[config.mk]
export PLATFORM = sky130hd
export DESIGN_NAME = mmio_port
export DESIGN_NICKNAME = d
export VERILOG_FILES = /design/src/rtl/mmio_port.sv
export SDC_FILE = /design/constraint.sdc
export NUM_CORES = 1
export LEC_CHECK = 0
export BUFFER_PORTS_ARGS = -buffer_cell sky130_fd_sc_hd__buf_2
export CORE_ASPECT_RATIO = 0.75
export CORE_MARGIN = 2
export CORE_UTILIZATION = 49
export CTS_BUF_LIST = sky130_fd_sc_hd__clkbuf_2
export CTS_CLUSTER_DIAMETER = 150
export DETAILED_ROUTE_END_ITERATION = 12
export GPL_TIMING_DRIVEN = 0
export PLACE_DENSITY = 0.7
export REMOVE_ABC_BUFFERS = 1
export SYNTH_ARGS = -nofsm -noshare
export SYNTH_HDL_FRONTEND = slang
export SYNTH_SLANG_ARGS = --single-unit
[constraint.sdc]
create_clock -name clk -period 1.8 [get_ports clk]
set_input_delay 0.18 -clock clk [delete_from_list [all_inputs] [get_ports clk]]
set_output_delay 0.18 -clock clk [all_outputs]
set_load 0.02 [all_outputs]
[src/rtl/mmio_port.sv]
// mmio_port: memory-mapped I/O responder for a 4-byte window on the RAM bus.
//
// Register map (offset = addr[1:0], window = BASE..BASE+3):
//   0 TXDATA  write pushes din into the TX FIFO; reads return 8'h00
//   1 STATUS  {3'b0, rx_overrun, tx_overflow, rx_valid, tx_empty, tx_full};
//             a write clears bit3/bit4 wherever din holds a 1
//   2 RXDATA  receive holding register; any write acknowledges it
//   3 TIMER   free-running counter; a write loads din and clears the prescaler
//
// Ports:
//   clk, rst_n          clock, asynchronous active-low reset
//   din, addr, we       processor write data, address, write enable
//   dout                registered read data (one-cycle latency, like RAM)
//   io_sel              combinational window decode
//   tx_data, tx_valid   head of TX FIFO and its not-empty flag
//   tx_ready            consumer pops the head on tx_valid && tx_ready
//   rx_data, rx_strobe  incoming byte and its single-cycle capture strobe
module mmio_port #(
    parameter logic [7:0] BASE     = 8'hFC,
    parameter int         DEPTH    = 4,
    parameter int         PRESCALE = 1
) (
    input  logic       clk,
    input  logic       rst_n,
    input  logic [7:0] din,
    input  logic [7:0] addr,
    input  logic       we,
    output logic [7:0] dout,
    output logic       io_sel,
    output logic [7:0] tx_data,
    output logic       tx_valid,
    input  logic       tx_ready,
    input  logic [7:0] rx_data,
    input  logic       rx_strobe
);

    localparam int               PTR_W   = $clog2(DEPTH);
    localparam int               CNT_W   = $clog2(DEPTH) + 1;
    localparam logic [CNT_W-1:0] DEPTH_C = CNT_W'(DEPTH);
    localparam logic [7:0]       PRE_MAX = 8'(PRESCALE - 1);

    logic [7:0]       mem_q [DEPTH];
    logic [PTR_W-1:0] wptr_q, wptr_d;
    logic [PTR_W-1:0] rptr_q, rptr_d;
    logic [CNT_W-1:0] count_q, count_d;
    logic             tx_ovf_q, tx_ovf_d;
    logic [7:0]       rx_hold_q, rx_hold_d;
    logic             rx_valid_q, rx_valid_d;
    logic             rx_ovr_q, rx_ovr_d;
    logic [7:0]       timer_q, timer_d;
    logic [7:0]       pre_q, pre_d;
    logic [7:0]       dout_q, dout_d;

    logic [1:0] off;
    logic       wr, push, pop, push_ok, tx_full, tick;
    logic [7:0] status;

    assign io_sel   = (addr[7:2] == BASE[7:2]);
    assign off      = addr[1:0];
    assign wr       = we && io_sel;
    assign tx_full  = (count_q == DEPTH_C);
    assign tx_valid = (count_q != '0);
    // Gate the head so the output is a clean 0 while the FIFO is empty.
    assign tx_data  = tx_valid ? mem_q[rptr_q] : 8'h00;
    assign dout     = dout_q;

    assign push = wr && (off == 2'd0);
    assign pop  = tx_valid && tx_ready;
    // A pop in the same cycle frees the slot, so a full FIFO still accepts.
    assign push_ok = push && (!tx_full || pop);
    assign tick    = (pre_q == PRE_MAX);
    assign status  = {3'b000, rx_ovr_q, tx_ovf_q, rx_valid_q, !tx_valid, tx_full};

    always_comb begin
        wptr_d     = wptr_q;
        rptr_d     = rptr_q;
        count_d    = count_q;
        tx_ovf_d   = tx_ovf_q;
        rx_hold_d  = rx_hold_q;
        rx_valid_d = rx_valid_q;
        rx_ovr_d   = rx_ovr_q;
        timer_d    = timer_q;
        pre_d      = pre_q;
        dout_d     = 8'h00;

        if (push_ok) wptr_d = wptr_q + 1'b1;
        if (pop)     rptr_d = rptr_q + 1'b1;
        count_d = count_q + CNT_W'(push_ok) - CNT_W'(pop);

        // Clear-by-write first, so a coincident new event still sets the flag.
        if (wr && off == 2'd1 && din[3]) tx_ovf_d = 1'b0;
        if (wr && off == 2'd1 && din[4]) rx_ovr_d = 1'b0;
        if (push && !push_ok)            tx_ovf_d = 1'b1;

        if (wr && off == 2'd2) rx_valid_d = 1'b0;
        if (rx_strobe) begin
            rx_hold_d  = rx_data;
            rx_valid_d = 1'b1;
            if (rx_valid_q && !(wr && off == 2'd2)) rx_ovr_d = 1'b1;
        end

        // A timer write overrides a tick landing on the same edge.
        if (wr && off == 2'd3) begin
            timer_d = din;
            pre_d   = 8'h00;
        end else if (tick) begin
            timer_d = timer_q + 8'h01;
            pre_d   = 8'h00;
        end else begin
            pre_d = pre_q + 8'h01;
        end

        if (io_sel) begin
            case (off)
                2'd0:    dout_d = 8'h00;
                2'd1:    dout_d = status;
                2'd2:    dout_d = rx_hold_q;
                default: dout_d = timer_q;
            endcase
        end
    end

    always_ff @(posedge clk) begin
        if (push_ok) mem_q[wptr_q] <= din;
    end

    always_ff @(posedge clk or negedge rst_n) begin
        if (!rst_n) begin
            wptr_q     <= '0;
            rptr_q     <= '0;
            count_q    <= '0;
            tx_ovf_q   <= 1'b0;
            rx_hold_q  <= 8'h00;
            rx_valid_q <= 1'b0;
            rx_ovr_q   <= 1'b0;
            timer_q    <= 8'h00;
            pre_q      <= 8'h00;
            dout_q     <= 8'h00;
        end else begin
            wptr_q     <= wptr_d;
            rptr_q     <= rptr_d;
            count_q    <= count_d;
            tx_ovf_q   <= tx_ovf_d;
            rx_hold_q  <= rx_hold_d;
            rx_valid_q <= rx_valid_d;
            rx_ovr_q   <= rx_ovr_d;
            timer_q    <= timer_d;
            pre_q      <= pre_d;
            dout_q     <= dout_d;
        end
    end

endmodule

==> results of run 1 <==
path summary, 6_finish.rpt:
path / end / cells past startpoint / slack [ns]
worst max-delay path: tx_data[5] / 4 / -0.23
worst min-delay path: dout[3] / 3 / 0.06
worst max register to register: count_q[1] / 9 / -0.18
worst min register to register: rx_hold_q[4] / 1 / 0.53
max in group asynchronous: rptr_q[0] / 2 / 0.82
min in group asynchronous: rx_hold_q[5] / 2 / 0.35
per-layer routing:
metal	vias up	wire length (um)
met5	-	0
met4	0	80
met3	8	315
met2	61	3230
met1	1070	3340
li1	1048	-
sequential cells by signal (all words and copies together) (netlist names):
| register | flops |
|---|---|
| count_q | 3 |
| dout | 8 |
| mem_q | 32 |
| pre_q | 8 |
| rptr_q | 2 |
| rx_hold_q | 8 |
| rx_ovr_q | 1 |
| rx_valid_q | 1 |
| timer_q | 8 |
| tx_ovf_q | 1 |
| wptr_q | 2 |
logic make-up after synthesis:
group	share of synthesized area
compound gates	0.0406
xor+xnor	0.0421
fa+ha+maj	0.0361
buf+inv	0.0192
flops	0.604
mux	0.117
simple gates	0.141
cell type report:
class,count,area [um^2]
tap,81,101
timing repair buffer,84,659
clock inverter,7,118
sequential,74,2020
inverter,10,37.5
multi-input combinational,151,1340
fill,477,2130
clock buffer,9,45.0
critical path, delay by kind of cell, from the launching register on:
kind                   cells  cell delay (ns)
AND/OR/NAND/NOR            1             0.15
flip-flops                 1             0.46
buffers and inverters      2             0.28
multiplexers               1             0.48
cells in the final DEF, fill, tap and decap left out, drive strengths merged, types with 2 or more instances in the layout:
master	synthesis	routed
buf	3	63
bufinv	0	3
and3	5	5
edfxtp	32	32
xor2	9	9
nand3	8	8
nand2	12	12
clkbuf	3	10
xnor2	7	7
mux4	8	8
a31oi	2	2
clkinvlp	0	2
nor3	2	2
dlygate4sd3	0	20
nor3b	2	2
mux2i	4	4
or3	2	2
mux2	15	15
nor4b	2	2
clkinv	0	2
a22oi	4	4
nand4	6	6
and4	2	2
ha	8	8
inv	10	10
nor2	19	19
dfrtp	42	42
o21ai	9	9
and2	14	14
Yosys cell counts (all sizes together):
master,n,area share
dfrtp,42,0.32
edfxtp,32,0.29
nor2,19,0.021
mux2,15,0.051
and2,14,0.026
nand2,12,0.014
inv,10,0.011
o21ai,9,0.014
xor2,9,0.024
ha,8,0.030
mux4,8,0.054
nand3,8,0.016
xnor2,7,0.018
nand4,6,0.011
and3,5,0.0094
a22oi,4,0.0090
mux2i,4,0.012
buf,3,0.0045
clkbuf,3,0.0034
a31oi,2,0.0038
and4,2,0.0056
nor3,2,0.0045
nor3b,2,0.0060
nor4b,2,0.0098
or3,2,0.0038
a211o,1,0.0026
a21bo,1,0.0030
a21boi,1,0.0023
a21oi,1,0.0015
a32oi,1,0.0026
fa,1,0.0060
nand2b,1,0.0019
nor2b,1,0.0019
nor4,1,0.0064
o31ai,1,0.0023
or4b,1,0.0030
metrics by stage:
step / hold slack [ns] / setup TNS [ns] / setup WS, ns
6_report: 0.0587 / -2.10 / -0.227
5_1_grt: 0.00531 / -3.14 / -0.322
4_1_cts: 0.00254 / -2.52 / -0.289
3_5_place_dp: 0.385 / -6.71 / -0.472
3_3_place_gp: 0.375 / -5.74 / -0.449
2_1_floorplan: -0.116 / -0.530 / -0.270
power by group:
group	internal, W	switching [W]
Clock	0.000595	0.000573
Combinational	0.00109	0.000724
Sequential	0.00194	0.000257
Total	0.00362	0.00155
timing repair:
action                                  CTS  global route
hold endpoints to repair                 97             0
hold buffers                             20             0
cloned                                    0             2
setup buffers                            11             5
pin swaps                                 8            12
endpoints found under the setup margin   46            13
gates resized for setup                  20            30
==> summary.md, run 1 <==
| Metric | Value |
|---|---|
| Port Buffers | 46 |
| Status | complete, but fails checks |
| Final setup viols | 10 |
| Height of the die | ~75 um |
| I/O Pins | 47 |
| CTS Root Cell | clkbuf_2 |
| Global routing usage on met1 | 0.261 |
| Max-Cap Viols | 0 |
| Worst Setup End Kind | output port |
| Num rows | 25 |
| Final net count | around 370 |
| Number of synthesized register bits | 74 |
| Failing checks | setup timing |
| CTS tree | built |
| Critical Path Slowest Stage Cell | mux4_2 |
| Final hold viol count | 0 |
| Antenna diodes | 0 |
| Met2 usage | 0.333 |
| Gpl congestion | roughly 0.79 |
| Worst slew margin | 0.382 |
| Drt first pass iters | 4 |
| Peak VDD IR | approximately 630 uV |
| Placement Cell Area | 0.00364 mm^2 |
| Drt total wl | roughly 7000 um |
| # H-tree levels | 3 |
| Pins Over Slew Limit | 0 |
| F_max | 0.493 GHz |
| Worst hold path class | input port to register |
| Vias per inst | 5.26 |
| Crit-path max FO | 4 |
| Initial Util | 0.517 |
| Core area | between 0.006 and 0.007 mm^2 |
| Crit path from | rptr_q[0] |
| Worst Clk Skew | ~0.012 ns |
| Period utilization | 1.13 |
| RSZ-0062 raised after global routing | true |
| Total GRT Usage | 0.199 |
| Area growth, synth to finish | 29.6% |
| Yosys cell types | 44 |
| Worst-margin pin slew | approximately 0.93 ns |
| Remaining global-route overflow | 0 |
| Worst Setup Slack, final | -0.227 ns |
| CP max stage delay | 0.48 ns |
| Tot Pwr | approximately 0.0052 W |
| FF-to-FF Start | count_q[2] |
| Vias in the first global route | between 2k and 2.5k |
| Static leakage | around 1.8 nW |
| Average size of a mapped cell | around 14 um^2 |
| Layout cell share with drive strength beyond 1 | 0.400 |
| Arr. time, crit path | between 1.5 and 2 ns |
| Final Instance Count excl. Fillers | 416 |
| Clock slew seen by the registers of the worst setup and hold paths | ~0.2 ns |
| Crit-path cells | clkbuf_16, mux4_2, and2_4, buf_6 |
| Met3 Resource Use GR | 0.0587 |
| Startpoint Class | register |
| DRC errors left | 0 |
| Clock Tree Buf Depth | 2 |
| First-pass GRT wire length | around 11000 um |
| Mapped Area | roughly 0.0033 mm^2 |
| Fin util | 0.670 |
| CP Data Required Time | between 1.5 and 2 ns |
| Cells after synthesis | ~240 |
| Worst Setup Path Type | register to output port |
| DRT antenna net count | 0 |
| Worst hold start | addr[6] |
| Placed Cells | roughly 360 |
| Routed len/inst | approximately 17 um |
| Clock sinks | 74 |
| Worst-Skew Late Latency | around 0.49 ns |
| Min Clock Period, post-route | slightly above 2 ns |
| Largest net degree at the start of global routing | 43 |
| Die X | slightly below 100 um |
| Antenna violations before repair | 0 |
| Via count | ~2.2k |
| GR peak layer | met2 |
| Total die area | about 0.0075 mm^2 |
| Final HPWL DP | roughly 4600 um |
| Ys Warns | 0 |
| Register area share after synthesis | 0.604 |
| Final Instance Area | about 0.0043 mm^2 |
| Drt first-iter violations | ~120 |
| Pwr dens | 1200 mW/mm^2 |
| Total CTS buffers | 9 |
Note: power is estimated with default switching activity, not from simulation.
==> run 2, diff against run 1 <==
--- a/config.mk
+++ b/config.mk
@@ -15,3 +15,4 @@
 export GPL_TIMING_DRIVEN = 0
-export PLACE_DENSITY = 0.7
+export PLACE_DENSITY = 0.67
+export RECOVER_POWER = 50
 export REMOVE_ABC_BUFFERS = 1
==> constraint.sdc (replaced) <==
create_clock -name clk -period 2.1 [get_ports clk]
set_input_delay 0.21 -clock clk [delete_from_list [all_inputs] [get_ports clk]]
set_output_delay 0.21 -clock clk [all_outputs]
set_load 0.05 [all_outputs]
==> summary.md, run 2 (synthesized netlist as in run 1, its figures left out) <==
| Metric | Value |
|---|---|
| Worst-margin pin slew | 1.04 ns |
| Total CTS buffers | 9 |
| Largest net degree at the start of global routing | 43 |
| Placement Cell Area | approximately 0.0036 mm^2 |
| CP bufs+invs | 2 |
| First-pass GRT wire length | around 11000 um |
| Vias per inst | approximately 5.3 |
| Max-Cap Viols | 0 |
| Pwr dens | 1070 mW/mm^2 |
| Startpoint Class | register |
| RSZ-0062 raised after global routing | true |
| Vias in the first global route | ~2.2k |
| Pre-CTS WS | -0.233 ns |
| R2R Setup Slk | 0.07 ns |
| Drt first-iter violations | 86 |
| Gpl congestion | between 0.8 and 0.9 |
| Antenna diodes | 0 |
| Status | finished, final reports clean |
| Drt total wl | approximately 6700 um |
| Height of the die | 75.4 um |
| Worst Setup Path Type | register to output port |
| Hold Path Depth | 3 |
| RR Endpoint | count_q[2] |
| Commonest non-fill, non-tap cell in the layout | dfrtp_1 |
| Worst slew margin | 0.307 |
| Pins Over Slew Limit | 0 |
| Period utilization | 1.00 |
| Delay-heaviest family, CP | multiplexers |
| Critical Path Slowest Stage Cell | mux4_2 |
| Arr. time, crit path | roughly 1.9 ns |
| FF-to-FF Start | count_q[2] |
| Max reg flops | 32 |
| Total die area | roughly 0.0075 mm^2 |
| Worst-Skew Late Latency | approximately 0.50 ns |
| Via count | 2163 |
| WHS | 0.0722 ns |
| Worst Setup Slack, final | 0.000189 ns |
| Final hold viol count | 0 |
| Crit-path max FO | 4 |
| Die X | between 90 and 100 um |
| DRT antenna net count | 0 |
| Drt first pass iters | 4 |
| CTS tree | built |
| F_max | 0.476 GHz |
| Placed Cells | 362 |
| CP max stage delay | around 0.50 ns |
| Clock Tree Buf Depth | 2 |
| Layout cell share with drive strength beyond 1 | 0.334 |
| CTS Root Cell | clkbuf_2 |
| Final setup viols | 0 |
| Tot Pwr | 0.00445 W |
| Worst Setup End Kind | output port |
| # H-tree levels | 3 |
| Clock slew seen by the registers of the worst setup and hold paths | 0.19 ns |
| Peak VDD IR | 518 uV |
| Port Buffers | 46 |
| I/O Pins | 47 |
| Final net count | ~360 |
| Static leakage | approximately 1.7 nW |
| Antenna violations before repair | 0 |
| Core area | 0.00644 mm^2 |
| Total GRT Usage | 0.198 |
| Worst r2r path cells | 8 |
| Routed len/inst | between 15 and 20 um |
| CP Data Required Time | 1.89 ns |
| Initial Util | 0.517 |
| Worst Clk Skew | around 0.013 ns |
| Final Instance Area | 0.00417 mm^2 |
| Num rows | 25 |
| DRC errors left | 0 |
| Commonest cells after routing, fill and taps aside | dfrtp_1, edfxtp_1, buf_2, dlygate4sd3_1, nor2_1 |
| Min Clock Period, post-route | 2.10 ns |
| Worst hold start | addr[6] |
| Crit-path cells | buf_6, mux4_2, and2_4, buf_8 |
| Hold Path End | dout[0] |
| Remaining global-route overflow | 0 |
| Final Instance Count excl. Fillers | 407 |
| Worst hold path class | input port to register |
| Clock sinks | 74 |
| Area growth, synth to finish | 25.1% |
| Final HPWL DP | 4540 um |
| Most flop-heavy register | mem_q |
-- run 2: cell count changes in the layout (fill, tap and decap cells not counted), sizes merged --
cell	change
buf	-19
clkinv	+1
clkbuf	+10
inv	+1
bufinv	-2
-- run 2: worst register-to-register path: stages (launching register included) --
cell     delay, ns
dfrtp_1       0.48
nor4b_4       0.17
nor4_4        0.27
a21bo_1       0.15
ha_1          0.14
inv_2         0.04
fa_2          0.39
xnor2_2       0.15
xnor2_1       0.17
-- run 2: area by class of cell --
type / count / area, um^2
Fill cell: 514 / 2280
Sequential cell: 74 / 2020
Multi-Input combinational cell: 151 / 1310
Timing Repair Buffer: 75 / 582
Tap cell: 81 / 101
Clock inverter: 7 / 68.8
Clock buffer: 9 / 45.0
Inverter: 10 / 37.5
-- run 2: per-layer routing --
| layer | vias to the layer above | GRT usage | share of wire | routed length [um] |
|---|---|---|---|---|
| li1 | 1032 | - | - | - |
| met1 | 1077 | 0.266 | 0.46 | 3090 |
| met2 | 50 | 0.315 | 0.49 | 3290 |
| met3 | 4 | 0.0578 | 0.042 | 280 |
| met4 | 0 | 0.0685 | 0.0060 | 40 |
| met5 | - | 0 | 0 | 0 |
-- run 2: worst max-delay path by stage --
stage / start / endpoint / cells past startpoint
global placement: addr[5] / count_q[2] / 10
global route: rptr_q[0] / tx_data[3] / 4
detailed placement: addr[5] / count_q[2] / 10
finish: rptr_q[0] / tx_data[3] / 4
floorplan: count_q[1] / count_q[2] / 10
CTS: rptr_q[0] / tx_data[6] / 4
-- run 2: where the power goes --
part	total (W)	switching, W	internal [W]
logic	0.00180	0.000855	0.000940
clock network	0.000777	0.000505	0.000272
registers	0.00188	0.000214	0.00166
total	0.00445	0.00157	0.00288
-- run 2: per-stage QoR --
stage	setup TNS, ns	util
floorplan	-0.287	-
global placement	-0.305	0.564
detailed placement	-0.322	0.564
CTS	-0.550	0.636
global route	-0.881	0.647
finish	0	0.647
-- run 2: timing repair --
| action | 4_1_cts | 5_1_grt |
|---|---|---|
| gates cloned | 0 | 0 |
| setup buffers | 6 | 3 |
| endpoints found under the hold margin | 95 | 0 |
| gates resized for setup | 31 | 16 |
| setup endpoints to repair | 10 | 10 |
| pin swaps | 0 | 15 |
| hold buffers | 20 | 0 |
==> run 3, diff against run 2 <==
Settings changed: SETUP_SLACK_MARGIN set to 0.2.
==> summary.md, run 3 (synthesized netlist as in run 1, its figures left out) <==
| Metric | Value |
|---|---|
| Die X | 99.2 um |
| Failing checks | setup timing |
| Total die area | approximately 0.0075 mm^2 |
| Crit-path max FO | 5 |
| Largest net degree at the start of global routing | 43 |
| Max reg flops | 32 |
| I/O Pins | between 40 and 50 |
| WHS | ~0.063 ns |
| DRC errors left | 0 |
| Worst-Skew Late Latency | approximately 0.52 ns |
| Worst Setup Slack, final | -0.0103 ns |
| Min Clock Period, post-route | 2.11 ns |
| DRT antenna net count | 0 |
| Vias in the first global route | between 2k and 2.5k |
| Pwr dens | between 1000 and 1500 mW/mm^2 |
| Commonest cells after routing, fill and taps aside | dfrtp_1, edfxtp_1, buf_2, dlygate4sd3_1, nor2_1 |
| Final HPWL DP | 4540 um |
| Period utilization | 1.00 |
| CTS tree | built |
| Worst-margin pin slew | about 1 ns |
| Clock sinks | 74 |
| Worst hold path class | input port to register |
| Final net count | between 300 and 400 |
| Total CTS buffers | 9 |
| Max-Cap Viols | 0 |
| Most flop-heavy register | mem_q |
| Final setup viols | 2 |
| Port Buffers | between 40 and 50 |
| Worst slew margin | 0.317 |
| CP Data Required Time | around 1.9 ns |
| RSZ-0062 raised after global routing | true |
| Area growth, synth to finish | 27.5% |
| Antenna diodes | 0 |
| Clock slew seen by the registers of the worst setup and hold paths | 0.19 ns |
| Status | complete, but fails checks |
| Remaining global-route overflow | 0 |
| Fin util | 0.659 |
| Startpoint Class | register |
| Layout cell share with drive strength beyond 1 | 0.350 |
| Final Instance Count excl. Fillers | 412 |
| Antenna violations before repair | 0 |
| Static leakage | approximately 1.8 nW |
| Num rows | 25 |
| Worst Clk Skew | 0.0247 ns |
| Vias per inst | around 5.4 |
| Drt total wl | around 6800 um |
| Gpl congestion | approximately 0.8 |
| Clock Tree Buf Depth | 2 |
| Initial Util | 0.517 |
| Placed Cells | 362 |
| CTS Root Cell | clkbuf_2 |
| First-pass GRT wire length | roughly 11000 um |
| F_max | between 0.4 and 0.5 GHz |
| Via count | 2234 |
| Height of the die | around 75 um |
| Routed len/inst | 16.5 um |
| Total GRT Usage | 0.201 |
| Core area | about 0.0064 mm^2 |
| Final hold viol count | 0 |
| Worst Setup End Kind | output port |
| Commonest non-fill, non-tap cell in the layout | dfrtp_1 |
| Arr. time, crit path | around 1.9 ns |
| Drt first pass iters | 4 |
| Drt first-iter violations | 70 |
| Worst Setup Path Type | register to output port |
| Pins Over Slew Limit | 0 |
| Peak VDD IR | ~520 uV |
| # H-tree levels | 3 |
## run 3: changes by cell type in the layout (fill, tap and decap cells not counted)
cell | before | now
buf_2 | 27 | 26
buf_12 | 1 | 3
buf_6 | 1 | 3
o31ai_1 | 1 | 0
ha_1 | 8 | 7
buf_4 | 7 | 9
o31ai_2 | 0 | 1
ha_2 | 0 | 1
## run 3: critical path, stage by stage (launching register included)
cell and delay (ns):
dfrtp_4 0.53, buf_12 0.15, mux4_2 0.42, and2_4 0.16, buf_8 0.14
## run 3: worst paths after layout
path	startpoint	endpoint	slack [ns]	cells past startpoint
max reg2reg	count_q[0]	count_q[2]	0.08	9
min reg2reg	rx_hold_q[7]	dout[7]	0.54	2
min	addr[6]	dout[1]	0.06	3
min in group asynchronous	rst_n	rx_hold_q[1]	0.36	2
max in group asynchronous	rst_n	rptr_q[0]	0.99	2
max	rptr_q[0]	tx_data[6]	-0.01	4
## run 3: area by class of cell
cell class,instances,area (um^2)
clock buffers,9,45.0
repair buffers,80,654
clock inverters,7,68.8
multi-input cells,151,1320
well taps,81,101
fillers,503,2200
inverters,10,37.5
flip-flops and latches,74,2020
## run 3: layer usage
metal	vias up	global-route usage	wire length, um
met5	-	0	0
met4	0	0.0685	101
met3	11	0.0587	321
met2	54	0.325	3300
met1	1124	0.267	3070
li1	1045	-	-
## run 3: where the power goes
group / internal [W] / total [W] / switching [W]
combinational: 0.00104 / 0.00193 / 0.000885
clock: 0.000272 / 0.000780 / 0.000508
sequential: 0.00166 / 0.00188 / 0.000217
## run 3: per-stage QoR
stage / setup slack, ns / area [um^2] / setup TNS [ns] / total power [W]
after floorplan: -0.169 / 3300 / -0.287 / 0.00278
after global placement: -0.202 / 3640 / -0.305 / 0.00307
after detailed placement: -0.233 / 3640 / -0.322 / 0.00311
after CTS: -0.0815 / 4190 / -0.550 / 0.00446
after global routing: -0.111 / 4250 / -0.842 / 0.00483
final: -0.0103 / 4250 / -0.0111 / 0.00459
## run 3: what timing repair did
action,in CTS,in global routing
setup endpoints to repair,11,13
hold endpoints to repair,94,0
hold buffers,20,0
gates resized for setup,40,12
pin swaps,8,15
setup buffers,10,4
